## config.mk

```make
export PLATFORM = sky130hd
export DESIGN_NAME = serial_word_feeder
export DESIGN_NICKNAME = d
export VERILOG_FILES = /design/src/rtl/serial_word_feeder.sv
export SDC_FILE = /design/constraint.sdc
export NUM_CORES = 1
export LEC_CHECK = 0
export CORE_ASPECT_RATIO = 1.75
export CORE_MARGIN = 3
export CORE_UTILIZATION = 35
export CTS_BUF_LIST = sky130_fd_sc_hd__clkbuf_4 sky130_fd_sc_hd__clkbuf_8
export DETAILED_ROUTE_END_ITERATION = 10
export PLACE_DENSITY = 0.67
export SLEW_MARGIN = 20
export SYNTH_ARGS = -nofsm -noshare
export SYNTH_HDL_FRONTEND = slang
export SYNTH_SLANG_ARGS = --single-unit
export TNS_END_PERCENT = 20
```

## constraint.sdc

```tcl
create_clock -name clk -period 3.45 [get_ports clk]
set_input_delay 0.69 -clock clk [delete_from_list [all_inputs] [get_ports clk]]
set_output_delay 0.69 -clock clk [all_outputs]
set_load 0.05 [all_outputs]
```

## src/rtl/serial_word_feeder.sv

```systemverilog
// Parallel-to-serial front end for the serial residue machine: takes a word on a
// valid/ready handshake and plays it out MSB-first, framed by a clear pulse and a done pulse.
module serial_word_feeder #(
  parameter int WIDTH = 8,
  localparam int CW   = (WIDTH > 1) ? $clog2(WIDTH) : 1
) (
  input  logic             clk,
  input  logic             reset,
  input  logic [WIDTH-1:0] din,
  input  logic             din_valid,
  output logic             din_ready,
  input  logic             hold,
  output logic             I,
  output logic             bit_valid,
  output logic             frame_clr,
  output logic             busy,
  output logic             done,
  output logic [1:0]       state_dbg
);

  // Handshake: a word transfers on a rising edge where din_valid && din_ready.
  // din_ready is high only in IDLE, so din is sampled exactly once per frame and
  // a producer may hold din_valid high across a whole frame without duplication.

  typedef enum logic [1:0] {
    IDLE  = 2'd0,
    CLEAR = 2'd1,
    SHIFT = 2'd2,
    DONE  = 2'd3
  } state_t;

  state_t           state;
  logic [WIDTH-1:0] sreg;
  logic [CW-1:0]    cnt;

  always_ff @(posedge clk or negedge reset) begin
    if (!reset) begin
      state <= IDLE;
      sreg  <= '0;
      cnt   <= '0;
    end else begin
      case (state)
        IDLE: begin
          if (din_valid) begin
            sreg  <= din;
            cnt   <= CW'(WIDTH - 1);
            state <= CLEAR;
          end
        end
        CLEAR: state <= SHIFT;
        SHIFT: begin
          // A held cycle freezes everything so the same bit stays on I.
          if (!hold) begin
            sreg <= sreg << 1;
            if (cnt == '0) begin
              state <= DONE;
            end else begin
              cnt <= cnt - CW'(1);
            end
          end
        end
        DONE: state <= IDLE;
        default: state <= IDLE;
      endcase
    end
  end

  // All outputs decode registered state; bit_valid additionally masks held
  // cycles so the residue stage never consumes a repeated bit.
  assign din_ready = (state == IDLE);
  assign frame_clr = (state == CLEAR);
  assign done      = (state == DONE);
  assign busy      = (state != IDLE);
  assign I         = (state == SHIFT) & sreg[WIDTH-1];
  assign bit_valid = (state == SHIFT) & ~hold;
  assign state_dbg = state;

endmodule
```

==> out/qor.csv <==
metric,value,unit
status,"finished, final reports clean",
clock_path_buffers,2,
wirelength,1650,um
htree_num_levels,1,
cts-root-buf,clkbuf_4,
design.core.area,0.00220,mm^2
synth_warnings,0,
ant_nets,0,
post_cts_buffers,0,
grt_pass1_wl,2650,um
start_util,38.2,%
synth_nets,108,
p_leak,0.459,nW
wl_per_cell,12.4,um
endpoint_kind,output pin,
syn_avg_cell_area,9.46,um^2
seq_area_frac_synth,38.6,%
relSlewSlack,58.9,%
dr_total_vias,680,
power.density,987,mW/mm^2
fillers,234,
skew,0.00521,ns
overflow,0,
fin_crit,2.95,ns
final_cell_mix,"clkdlybuf4s50_1, dfrtp_1, nor2_1, a21oi_1, inv_1",
hold_violations,0,
grt_pass1_vias,642,
crit_path_start_kind,input port,
first_pass_iters,4,
r2r_end,sreg[7]$_DFFE_PN0P_,
drive_gt1_share,10.1,%
place_congestion,0.713,
numPortBuffers,19,
antenna_found_initial,0,
setup_violations,0,
path_clk_slew,0.07,ns
hold_slack,0.528,ns
period_share,85.6,%
worstSetupPathType,in -> out,
hp-start,sreg[7]$_DFFE_PN0P_,
arrival,2.26,ns
clk_latency,0.26,ns
worstMarginPinSlew,0.615,ns
synthCells,89,
synth-seq-cells,13,
yosys_most_used_dff,dfrtp_1,
reg2reg_depth,7,
rows,22,
drtIter0Drc,7,
cts_tree,built,
hold_buffers,0,
synthDistinctLibCells,26,
die_area,0.00305,mm^2
grt_max_degree,15,
via_per_inst,5.11,
yosys-top-cells-area,"dfrtp_1, ha_1, mux2i_1, a21oi_1, nor2_1",
hold_depth,2,
post-route-drc-count,0,
hold_path.class,reg -> reg,
yosys.area.top_type,dfrtp_1,
cap_viol_max_count,0,
syn_area,842,um^2
io_pins,20,
cts_buffers,3,
synth_edf_count,0,
fp.dieH,70.9,um
mostFrequentLayoutCell,clkdlybuf4s50_1,
min_to,sreg[7]$_DFFE_PN0P_,
fmax,339,MHz
rsz0062_at_grt,no,
hpwl,1320,um
die_w,43.1,um
grt_util_all_layers,11.1,%
cts_sinks,13,
post_cts_resized,0,
synth_top_area_share,38.6,%
required,2.76,ns
ff2ff_setup_slack,1.58,ns
antennaDiodeCount,0,
finalMaxSlewViolations,0,
worstPathMaxFanout,10,
rr_startpoint,state_dbg[0]$_DFFE_PN0P_,
area_delta_synth_final,27.5,%
ir_drop,449,uV
async_reset_ff_share,100,%
final_nets,129,
finalSetupTns,0,ns
kinds of logic after synthesis:
family / Yosys count / share of synthesized area [%]
flip-flops: 13 / 38.6
buffers and inverters: 12 / 6.69
AND/OR/NAND/NOR: 24 / 14.1
AO/OA/AOI/OAI: 26 / 21.8
adder cells (fa/ha/maj): 7 / 10.4
multiplexers: 7 / 8.32
area by class of cell:
type                       instances  area [um^2]  share of cell area, %
sequential                        13          325                   30.3
tap                               24         30.0                   2.80
multi-input combinational         64          460                   42.9
clock buffer                       4         30.0                   2.80
timing repair buffer              20          198                   18.4
inverter                           8         30.0                   2.80
per-stage QoR:
stage	std cells	power [W]	utilization, %	cell area, um^2	setup slack, ns
after detailed placement	129	0.000974	47.4	1040	0.495
after global routing	133	0.00114	48.8	1070	0.413
after CTS	133	0.00107	48.8	1070	0.494
after global placement	129	0.000958	47.4	1040	0.519
after floorplan	89	0.000817	-	842	0.989
final	133	0.00106	48.8	1070	0.498
flip-flops by register name, summed over array words and instances, names as in the netlist:
| register | cells |
|---|---|
| sreg | 8 |
| cnt | 3 |
| state_dbg | 2 |
cell usage after synthesis (2+ instances only):
library cell / count
dfrtp_1: 13
a21oi_1: 11
nor2_1: 11
inv_1: 8
ha_1: 7
mux2i_1: 7
a21oi_2: 3
buf_2: 3
nand2_1: 3
o21ai_0: 3
and3_1: 2
nor3_1: 2
o22ai_1: 2
o31ai_1: 2
worst max-delay path by stage:
stage | from | to | slack, ns | cells past startpoint
2_1_floorplan | state_dbg[0]$_DFFE_PN0P_ | busy | 0.99 | 3
3_3_place_gp | hold | bit_valid | 0.52 | 3
3_5_place_dp | hold | bit_valid | 0.49 | 3
4_1_cts | hold | bit_valid | 0.49 | 3
5_1_grt | hold | bit_valid | 0.41 | 3
6_report | hold | bit_valid | 0.50 | 3
report_power, final:
group	switching, W	internal (W)
Sequential	0.0000502	0.000226
Combinational	0.000429	0.000258
Clock	0.0000436	0.0000525
worst max-delay path, cell delays in order:
cell and delay (ns):
clkdlybuf4s50_1 0.59, nor2_1 0.16, clkdlybuf4s50_1 0.81
metal layers:
| layer | vias to the layer above | wire [um] | GRT usage (%) |
|---|---|---|---|
| li1 | 349 | - | - |
| met1 | 316 | 669 | 11.3 |
| met2 | 13 | 899 | 21.4 |
| met3 | 2 | 63 | 1.02 |
| met4 | 0 | 16 | 5.03 |
| met5 | - | 0 | 0 |
Note: power is estimated with default switching activity, not from simulation.
